`src/rtl/fetch_pkg.sv`:
```
// Shared definitions for the fetch-stage PC sequencer.
//   D             : PC / instruction-address width
//   fetch_state_t : run/halt state encoding
//   LUT_IDX_* / LUT_OFF_* : branch-offset lookup table (index -> signed D-bit offset)
//   sext4()       : sign-extends a 4-bit immediate to D bits
package fetch_pkg;

   localparam int D = 12;

   typedef enum logic [1:0] {IDLE, RUN, DONE} fetch_state_t;

   localparam logic [3:0]   LUT_IDX_0  = 4'b0000;
   localparam logic [3:0]   LUT_IDX_13 = 4'b1101;
   localparam logic [3:0]   LUT_IDX_14 = 4'b1110;
   localparam logic [3:0]   LUT_IDX_15 = 4'b1111;

   localparam logic [D-1:0] LUT_OFF_0  = 12'hF9B;   // -101
   localparam logic [D-1:0] LUT_OFF_13 = 12'hF79;   // -135
   localparam logic [D-1:0] LUT_OFF_14 = 12'h00E;   // +14
   localparam logic [D-1:0] LUT_OFF_15 = 12'hF8A;   // -118

   function automatic logic [D-1:0] sext4(input logic [3:0] v);
      return {{(D-4){v[3]}}, v};
   endfunction

endpackage

```
`src/rtl/fetch_sequencer_if.sv`:
```
// Decoder <-> fetch sequencer bundle.
//   master : decoder side, drives start/branch/halt/stall controls, reads PC and status
//   slave  : sequencer side
//   start, start_addr, stall, branch_en, imm_or_lut, pc_ctrl, halt : controls
//   prog_ctr, running, done, cycles                               : registered status
interface fetch_sequencer_if
   import fetch_pkg::*;
#(
   parameter int CW = 16
) ();
   logic          start;
   logic [D-1:0]  start_addr;
   logic          stall;
   logic          branch_en;
   logic          imm_or_lut;
   logic [3:0]    pc_ctrl;
   logic          halt;
   logic [D-1:0]  prog_ctr;
   logic          running;
   logic          done;
   logic [CW-1:0] cycles;

   modport master (
      output start, start_addr, stall, branch_en, imm_or_lut, pc_ctrl, halt,
      input  prog_ctr, running, done, cycles
   );

   modport slave (
      input  start, start_addr, stall, branch_en, imm_or_lut, pc_ctrl, halt,
      output prog_ctr, running, done, cycles
   );
endinterface

```
`src/rtl/fetch_sequencer_branch_offset_gen.sv`:
```
// Combinational branch-offset selection.
//   imm_or_lut_i : 1 selects the lookup table, 0 the sign-extended immediate
//   pc_ctrl_i    : LUT index or 4-bit signed immediate
//   offset_o     : signed D-bit offset
module branch_offset_gen
   import fetch_pkg::*;
(
   input  logic         imm_or_lut_i,
   input  logic [3:0]   pc_ctrl_i,
   output logic [D-1:0] offset_o
);

   always_comb begin
      offset_o = sext4(pc_ctrl_i);
      if (imm_or_lut_i) begin
         unique case (pc_ctrl_i)
            LUT_IDX_0:  offset_o = LUT_OFF_0;
            LUT_IDX_13: offset_o = LUT_OFF_13;
            LUT_IDX_14: offset_o = LUT_OFF_14;
            LUT_IDX_15: offset_o = LUT_OFF_15;
            // Unpopulated entries give a zero offset: the PC spins in place.
            default:    offset_o = '0;
         endcase
      end
   end

endmodule

```
`src/rtl/fetch_sequencer.sv`:
```
// Fetch-stage program-counter sequencer: owns the PC, a run/halt FSM and a
// saturating RUN-cycle counter.
//   clk   : clock, all state changes on the rising edge
//   rst_n : synchronous active-low reset
//   bus   : fetch_sequencer_if.slave (controls in, PC/status out)
//
// state | meaning
// IDLE  | after reset, waiting for start
// RUN   | fetching; PC advances by 1 or a branch offset each unstalled cycle
// DONE  | halted on the program-end instruction; waits for the next start
module fetch_sequencer
   import fetch_pkg::*;
#(
   parameter int CW = 16
) (
   input  logic             clk,
   input  logic             rst_n,
   fetch_sequencer_if.slave bus
);

   fetch_state_t  state_q;
   logic [D-1:0]  pc_q;
   logic [CW-1:0] cycles_q;
   logic          running_q;
   logic          done_q;

   logic [D-1:0]  offset;
   logic [D-1:0]  step_d;
   logic [D-1:0]  pc_d;

   branch_offset_gen u_offset (
      .imm_or_lut_i (bus.imm_or_lut),
      .pc_ctrl_i    (bus.pc_ctrl),
      .offset_o     (offset)
   );

   // Modular add: wrap-around in either direction is intentional.
   assign step_d = bus.branch_en ? offset : D'(1);
   assign pc_d   = pc_q + step_d;

   always_ff @(posedge clk) begin
      if (!rst_n) begin
         state_q   <= IDLE;
         pc_q      <= '0;
         cycles_q  <= '0;
         running_q <= 1'b0;
         done_q    <= 1'b0;
      end else begin
         unique case (state_q)
            IDLE, DONE: begin
               if (bus.start) begin
                  state_q   <= RUN;
                  pc_q      <= bus.start_addr;
                  cycles_q  <= '0;
                  running_q <= 1'b1;
                  done_q    <= 1'b0;
               end
            end
            RUN: begin
               // Counts stalled cycles and the halt cycle too.
               if (cycles_q != '1) cycles_q <= cycles_q + CW'(1);
               if (bus.halt) begin
                  state_q   <= DONE;
                  running_q <= 1'b0;
                  done_q    <= 1'b1;
               end else if (!bus.stall) begin
                  // A stalled branch is dropped; the decoder re-presents it.
                  pc_q <= pc_d;
               end
            end
            default: begin
               state_q   <= IDLE;
               running_q <= 1'b0;
               done_q    <= 1'b0;
            end
         endcase
      end
   end

   assign bus.prog_ctr = pc_q;
   assign bus.running  = running_q;
   assign bus.done     = done_q;
   assign bus.cycles   = cycles_q;

endmodule

```
`src/flat_wrapper.sv`:
```
// flat-port wrapper written by rule: the top's interface ports become plain ports
module fetch_sequencer_flat import fetch_pkg::*;
#(
   parameter int CW = 16
)
  (clk, rst_n, bus_start, bus_start_addr, bus_stall, bus_branch_en, bus_imm_or_lut, bus_pc_ctrl, bus_halt, bus_prog_ctr, bus_running, bus_done, bus_cycles);
  fetch_sequencer_if #(.CW(CW)) bus_i ();
  input  logic clk;
  input  logic rst_n;
  input wire logic [$bits(bus_i.start)-1:0] bus_start;
  input wire logic [$bits(bus_i.start_addr)-1:0] bus_start_addr;
  input wire logic [$bits(bus_i.stall)-1:0] bus_stall;
  input wire logic [$bits(bus_i.branch_en)-1:0] bus_branch_en;
  input wire logic [$bits(bus_i.imm_or_lut)-1:0] bus_imm_or_lut;
  input wire logic [$bits(bus_i.pc_ctrl)-1:0] bus_pc_ctrl;
  input wire logic [$bits(bus_i.halt)-1:0] bus_halt;
  output wire logic [$bits(bus_i.prog_ctr)-1:0] bus_prog_ctr;
  output wire logic [$bits(bus_i.running)-1:0] bus_running;
  output wire logic [$bits(bus_i.done)-1:0] bus_done;
  output wire logic [$bits(bus_i.cycles)-1:0] bus_cycles;
  assign bus_i.start = bus_start;
  assign bus_i.start_addr = bus_start_addr;
  assign bus_i.stall = bus_stall;
  assign bus_i.branch_en = bus_branch_en;
  assign bus_i.imm_or_lut = bus_imm_or_lut;
  assign bus_i.pc_ctrl = bus_pc_ctrl;
  assign bus_i.halt = bus_halt;
  assign bus_prog_ctr = bus_i.prog_ctr;
  assign bus_running = bus_i.running;
  assign bus_done = bus_i.done;
  assign bus_cycles = bus_i.cycles;
  fetch_sequencer #(.CW(CW)) u_core (.clk(clk), .rst_n(rst_n), .bus(bus_i));
endmodule
```
`config.mk`:
```
export PLATFORM = sky130hd
export DESIGN_NAME = fetch_sequencer_flat
export DESIGN_NICKNAME = d
export VERILOG_FILES = /design/src/rtl/fetch_pkg.sv /design/src/rtl/fetch_sequencer_if.sv /design/src/rtl/fetch_sequencer_branch_offset_gen.sv /design/src/rtl/fetch_sequencer.sv /design/src/flat_wrapper.sv
export SDC_FILE = /design/constraint.sdc
export NUM_CORES = 1
export LEC_CHECK = 0
export ABC_AREA = 1
export CORE_ASPECT_RATIO = 1.25
export CORE_MARGIN = 3
export CORE_UTILIZATION = 58
export CTS_BUF_LIST = sky130_fd_sc_hd__clkbuf_8
export CTS_CLUSTER_DIAMETER = 50
export DETAILED_ROUTE_END_ITERATION = 10
export GPL_TIMING_DRIVEN = 0
export PLACE_DENSITY = 0.95
export SYNTH_ARGS = -nofsm -noshare
export SYNTH_HDL_FRONTEND = slang
export SYNTH_HIERARCHICAL = 1
export SYNTH_SLANG_ARGS = --single-unit
```
`constraint.sdc`:
```
create_clock -name clk -period 6.65 [get_ports clk]
set_input_delay 0.9975 -clock clk [delete_from_list [all_inputs] [get_ports clk]]
set_output_delay 0.9975 -clock clk [all_outputs]
set_load 0.03 [all_outputs]
```
==> metrics.md, run 1 <==
| Metric | Value |
|---|---|
| Outcome | `finished clean` |
| #FFs+latches synth | `31` |
| Asr flop ratio synth | `0%` |
| Largest net degree at the start of global routing | `11` |
| Slew headroom | `55.9%` |
| Placer congestion estimate | `0.927` |
| Worst hold path class | `flop to flop` |
| Pwr Density | `166 nW/µm²` |
| Area grow syn2layout | `26.8%` |
| Leakage | `1.52 nW` |
| Arrival @ worst endpoint | `3630 ps` |
| R2R cell count | `11` |
| CP Capture Point | `u_core/bus.prog_ctr[8]` |
| RR Endpoint | `u_core/bus.prog_ctr[8]` |
| Unique masters post-synth | `38` |
| Root Buffer | `clkbuf_8` |
| Routed Antenna Nets | `0` |
| Syn_area_per_cell | `6.11 µm²` |
| Post-DP HPWL | `5.46 mm` |
| Core area | `4200 µm²` |
| Comb pwr share | `31.0%` |
| Number of diodes | `0` |
| Post-synthesis sequential area ratio | `24.1%` |
| Wirelength per Cell | `13.9 µm` |
| Finished Cell Area | `3260 µm²` |
| Slowest CP cell | `clkdlybuf4s50_1` |
| Num CTS Buffers | `5` |
| Crit path max-delay family | `simple AND/OR/NAND/NOR gates` |
| Die H | `80.5 µm` |
| Synth warn | `6` |
| Critical Path Stages | `20` |
| Cell Area, Placed | `3160 µm²` |
| DRC Markers | `0` |
| Setup CP Type | `input pin to flop` |
| RSZ-0062 raised after global routing | `false` |
| Skew-Pair Late Insertion Delay | `290 ps` |
| Setup-failing EPs final | `0` |
| Cell mode on critical path | `nand2_1` |
| Int Power | `355 µW` |
| Final Power | `540 µW` |
| Max VDD drop | `0.135 mV` |
| Setup_tns | `0 ps` |
| Hold_sp | `u_core/state_q[0]` |
| Reg power frac | `37.9%` |
| Die Wd | `65.6 µm` |
| CTS resizes | `0` |
| Initial antenna violation count | `0` |
| CP Launch Point | `bus_pc_ctrl[0]` |
| Layout cells sized above 1 | `11.6%` |
| Clock Pin Slew Worst Setup and Hold Paths | `70 ps` |
| Via density | `5.58` |
| Slew @ Worst Pin | `662 ps` |
| Vias in the first global route | `2770` |
| PortBufs | `52` |
| R2r setup slk | `4540 ps` |
| Die Area | `5280 µm²` |
| Post-layout min period | `3480 ps` |
| Routed WL | `7.46 mm` |
| Startpoint Class | `input pin` |
| First-pass GRT wire length | `12.1 mm` |
| Final nets | `516` |
| Crit-path cells | `clkdlybuf4s50_1 > inv_2 > nor2_2 > nand2_1 > nand2_1 > nand2_1 > nand2_1 > inv_1 > nand2_1 > ha_1 > inv_1 > fa_1 > inv_1 > nand3_1 > nand3_1 > nand2_1 > nand3_1 > nand2_1 > o21ai_0 > a21oi_1` |
| CTS tree | `built` |
| Mapped Area | `2570 µm²` |
| Worst reg2reg path startpoint | `u_core/bus.prog_ctr[0]` |
| Post-CTS setup buffers | `0` |
| Cell Rows | `26` |
| CTS Sinks | `31` |
| Total number of vias | `2996` |
| Slowest Stage Delay on Critical Path | `540 ps` |
| Final hold violation count | `0` |
| Htree depth | `2` |
| Setup Skew | `8.25 ps` |
| All-Layer GR Usage | `29.6%` |
| Hold Buf Count CTS | `0` |
| Slew Limit Fails | `0` |
| Clk network pwr share | `31.1%` |
| 1st-pass router iterations | `5` |
| Fmax | `287 MHz` |
| Net Sw Frac | `34.2%` |
| Cells after Synth | `421` |
| Hold Slack | `489 ps` |
| Total congestion overflow | `0` |
| DR iter-0 viols | `277` |
| Starting Density | `61.3%` |
| Post-synth top flop | `dfxtp_1` |
| EDFF count, synth | `0` |
| Switching pwr | `185 µW` |
| Syn_nets | `457` |
| Crit-path max FO | `5` |
| Worst Path Buf+Inv | `5` |
| IO Pins | `53` |
| Max Cap Viol | `0` |
| CP Data Required Time | `6800 ps` |
| Fin crit share | `52.3%` |
| CP endpoint kind | `flop` |
| Clk buf depth | `2` |
through the flow:
stage | std cells | worst slack [ps] | utilization, %
after floorplan | 421 | 3880 | -
after CTS | 537 | 3230 | 77.8
after global placement | 529 | 3000 | 75.4
final | 537 | 3170 | 77.8
after detailed placement | 529 | 2950 | 75.4
after global routing | 537 | 2950 | 77.8
power groups by stage:
stage	clock, mW	combinational, mW	sequential (mW)
2_1_floorplan	0	0.0887	0.226
3_3_place_gp	0	0.159	0.208
3_5_place_dp	0	0.164	0.209
4_1_cts	0.169	0.166	0.205
5_1_grt	0.179	0.182	0.206
6_report	0.168	0.167	0.205
Yosys cell counts (2+ instances only):
cell type  instances  area share, %
or2_2              6            1.5
ha_1              12            5.8
inv_2              5           0.73
o21ai_0           14            2.7
a31oi_1            2           0.49
a21oi_2            8            2.7
a211oi_1           2           0.58
dfxtp_1           31             24
buf_4              4            1.2
nor2_1            43            6.3
nand2_1          125             18
nor2_2             3           0.73
nand3_1           31            6.0
xor2_1             6            2.0
nand3b_1           2           0.58
nor3_1             3           0.58
nand2_2           13            3.2
nand4_1            7            1.7
a21oi_1           31            6.0
clkbuf_1           7            1.0
inv_1             49            7.1
flip-flops by register name (all words and copies together), names as in the netlist:
| register | flops |
|---|---|
| u_core/bus.prog_ctr | 12 |
| u_core/state_q | 2 |
| u_core/bus.cycles | 16 |
| u_core/bus.running | 1 |
per-layer routing:
metal | part of all wire [%] | up-vias | global-route usage (%) | wire length, µm
met2 | 50 | 170 | 53.7 | 3750
met5 | 0 | - | 0 | 0
met3 | 7.9 | 31 | 5.73 | 589
met1 | 38 | 1342 | 32.4 | 2830
met4 | 3.9 | 0 | 14.1 | 288
li1 | - | 1453 | - | -
worst register-to-register path, cell delays in order (launching register included):
cell and delay (ps):
dfxtp_1 360, ha_1 210, inv_1 70, fa_1 380
inv_1 140, nand3_1 90, nand3_1 120, nand2_1 110
nand3_1 100, nand2_1 50, o21ai_0 230, a21oi_1 100
cells by family after synthesis:
logic type	after synthesis	share of synthesized area, %
adder cells (fa/ha/maj)	13	6.61
AO/OA/AOI/OAI	60	13.4
buffers and inverters	71	12.3
flip-flops	31	24.1
AND/OR/NAND/NOR	239	41.2
XOR/XNOR	7	2.38
worst min path at each step:
| stage | to | slack [ps] | depth (start not counted) |
|---|---|---|---|
| 2_1_floorplan | u_core/bus.running | 450 | 1 |
| 3_3_place_gp | u_core/bus.running | 450 | 1 |
| 3_5_place_dp | u_core/bus.running | 470 | 1 |
| 4_1_cts | u_core/bus.running | 480 | 1 |
| 5_1_grt | u_core/bus.running | 510 | 1 |
| 6_report | u_core/bus.running | 490 | 1 |
final cells by class:
| class | instances | area (µm²) |
|---|---|---|
| multi-input combinational | 319 | 1640 |
| timing repair buffer | 52 | 520 |
| clock buffer | 7 | 96.3 |
| clock inverter | 1 | 3.75 |
| sequential | 31 | 621 |
| inverter | 57 | 224 |
| buffer | 14 | 92.6 |
| tap | 56 | 70.1 |
| fill | 306 | 933 |
placed cells by master, fill, tap and decap left out, types with 6 or more instances in the layout:
cell	n
nor2_1	43
nand2_1	125
o21ai_0	14
nand4_1	7
ha_1	12
clkbuf_1	7
inv_1	50
nand2_2	13
a21oi_1	31
clkbuf_8	7
dfxtp_1	31
clkdlybuf4s50_1	52
a21oi_2	8
or2_2	6
xor2_1	6
nand3_1	31
Power figures use the tool's default switching activity.
==> run 2, diff against run 1 <==
CORE_UTILIZATION = 48   (was 58)
PLACE_DENSITY = 0.86   (was 0.95)
clock period = 2.8 ns   (was 6.65 ns; I/O delays follow)
==> run 2 against run 1 <==
Power up 130%. Design area up 1.1%. Final cell count up 1.1%. Sequential share of layout area down 0.21 points. Setup slack worse by 2800 ps. Sequential cell count unchanged. First-iteration DRC count down 47%. Critical path type unchanged. Highest routed layer unchanged.
==> metrics.md, run 2 (same netlist as run 1, synthesis figures left out) <==
| Metric | Value |
|---|---|
| Clk network pwr share | `28.7% (-2.4 points)` |
| Total congestion overflow | `0 (unchanged)` |
| CP Launch Point | `bus_imm_or_lut` |
| Routed WL | `7.27 mm (-2.5%)` |
| Htree depth | `2 (unchanged)` |
| Via density | `5.38 (-3.5%)` |
| Slew headroom | `54.7% (-1.2 points)` |
| Clk buf depth | `2 (unchanged)` |
| Hold Buf Count CTS | `0 (unchanged)` |
| Setup_tns | `0 ps (unchanged)` |
| IO Pins | `53 (unchanged)` |
| Comb pwr share | `32.2% (+1.2 points)` |
| Worst hold path class | `flop to flop` |
| Switching pwr | `448 µW (+140%)` |
| Max VDD drop | `0.342 mV (+150%)` |
| Setup Skew | `4.59 ps (-3.65 ps)` |
| Largest net degree at the start of global routing | `11 (unchanged)` |
| Pwr Density | `377 nW/µm² (+130%)` |
| Skew-Pair Late Insertion Delay | `290 ps (about the same)` |
| Arrival @ worst endpoint | `2690 ps (-940 ps)` |
| Fmax | `405 MHz` |
| DRC Markers | `0 (unchanged)` |
| Post-DP HPWL | `5.49 mm (+0.53%)` |
| Int Power | `797 µW (+120%)` |
| Cell mode on critical path | `nand2_1` |
| Slowest CP cell | `clkdlybuf4s50_1` |
| Starting Density | `50.3% (-11 points)` |
| Reg power frac | `39.1% (+1.2 points)` |
| Hold Slack | `493 ps (+4.80 ps)` |
| Clock Pin Slew Worst Setup and Hold Paths | `70 ps (about the same)` |
| Commonest cells after routing, fill and taps aside | `nand2_1, inv_1, clkdlybuf4s50_1, nor2_1` |
| 1st-pass router iterations | `5 (unchanged)` |
| Crit-path cells | `clkdlybuf4s50_1 > nor2_1 > inv_2 > nand2_2 > inv_2 > nand2_1 > buf_4 > nand2_1 > inv_1 > ha_4 > nand2_1 > nor2_1 > nand3_1 > nand3_1 > nand2_1 > nand3_1 > nand2_1 > a21oi_1` |
| CTS Sinks | `31 (unchanged)` |
| Final hold violation count | `0 (unchanged)` |
| Die Area | `6280 µm² (+19%)` |
| Layout cells sized above 1 | `12.7% (+1.0 points)` |
| Final nets | `516 (unchanged)` |
| RSZ-0062 raised after global routing | `false` |
| Setup CP Type | `input pin to flop` |
| Initial antenna violation count | `0 (unchanged)` |
| Crit-path max FO | `5 (unchanged)` |
| Placer congestion estimate | `0.955 (+3.0%)` |
| Worst Path Buf+Inv | `5 (unchanged)` |
| Wirelength per Cell | `13.4 µm (-3.6%)` |
| All-Layer GR Usage | `23.9% (-5.7 points)` |
| Total number of vias | `2923 (-2.4%)` |
| Outcome | `finished clean` |
| First-pass GRT wire length | `12.1 mm (-0.23%)` |
| Slew Limit Fails | `0 (unchanged)` |
| Net Sw Frac | `36.0% (+1.8 points)` |
| Worst reg2reg path startpoint | `u_core/bus.cycles[0]` |
| Final Power | `1.24 mW (+130%)` |
| Commonest non-fill, non-tap cell in the layout | `nand2_1` |
| Core area | `5120 µm² (+22%)` |
| PortBufs | `52 (unchanged)` |
| FILL cells | `476 (+56%)` |
| Number of diodes | `0 (unchanged)` |
| CTS tree | `built` |
| Vias in the first global route | `2828 (+2.1%)` |
| Core Util, Final | `64.5% (-13 points)` |
| Die H | `87.9 µm (+9.2%)` |
| Area grow syn2layout | `28.3%` |
| Leakage | `1.55 nW (+1.9%)` |
| Slowest Stage Delay on Critical Path | `540 ps (about the same)` |
| DR iter-0 viols | `147 (-47%)` |
| Hold_sp | `u_core/bus.prog_ctr[8]` |
| Cell Rows | `29 (+12%)` |
| Slew @ Worst Pin | `680 ps (+17.8 ps)` |
| Post-CTS setup buffers | `0 (unchanged)` |
| Crit path max-delay family | `simple AND/OR/NAND/NOR gates` |
| Startpoint Class | `input pin` |
| Max Cap Viol | `0 (unchanged)` |
| Die Wd | `71.5 µm (+9.0%)` |
| Routed Antenna Nets | `0 (unchanged)` |
| Setup-failing EPs final | `0 (unchanged)` |
| Num CTS Buffers | `5 (unchanged)` |
| Root Buffer | `clkbuf_8` |
| Fin crit share | `88.2%` |
| Max FFs per register | `16 (unchanged)` |
| Post-layout min period | `2470 ps` |
| CP Data Required Time | `3020 ps (-3780 ps)` |
| CP endpoint kind | `flop` |
## run 2: power by group through the flow
| stage | Combinational, mW | Clock [mW] | Sequential (mW) |
|---|---|---|---|
| floorplan | 0.211 | 0 | 0.537 |
| global placement | 0.382 | 0 | 0.495 |
| detailed placement | 0.389 | 0 | 0.496 |
| CTS | 0.391 | 0.366 | 0.486 |
| global route | 0.441 | 0.387 | 0.492 |
| finish | 0.400 | 0.357 | 0.487 |
## run 2: through the flow
stage                     cells  area [µm²]  setup slack (ps)
after global placement      535        3170              -280
after CTS                   543        3260              4.04
final                       543        3300               330
after floorplan             421        2570               610
after detailed placement    535        3170              -293
after global routing        543        3300              58.1
## run 2: path summary, 6_finish.rpt
kind                                  end  depth (start not counted)  slack (ps)
setup / recovery  u_core/bus.prog_ctr[10]                         18         330
hold reg to reg    u_core/bus.prog_ctr[8]                          2         490
setup reg to reg     u_core/bus.cycles[9]                         10         890
hold / removal     u_core/bus.prog_ctr[8]                          2         490
## run 2: layer usage
metal	wire, µm	vias up	GRT usage (%)
met3	443	23	3.90
met1	2910	1313	26.0
met4	210	0	10.9
met5	0	-	0
li1	-	1460	-
met2	3710	127	44.9
## run 2: area by class of cell
class,count,area (µm²),share of cell area [%]
plain buffers,14,92.6,2.81
clock buffers,5,68.8,2.09
clock inverters,3,16.3,0.493
inverters,57,224,6.79
multi-input cells,319,1670,50.6
flip-flops and latches,31,621,18.8
well taps,62,77.6,2.35
repair buffers,52,531,16.1
## run 2: timing repair
item	4_1_cts	5_1_grt
endpoints found under the hold margin	0	0
resized for setup	0	11
setup endpoints to repair	0	5
## run 2: worst register-to-register path, cell delays in order (launching register included)
cell and delay, ps:
dfxtp_1 450, ha_1 290, nand2_2 110, nor3_4 270, nand4_2 130, nand2_2 110
nand2_4 70, inv_6 80, buf_12 130, nand2_2 60, a21oi_2 130
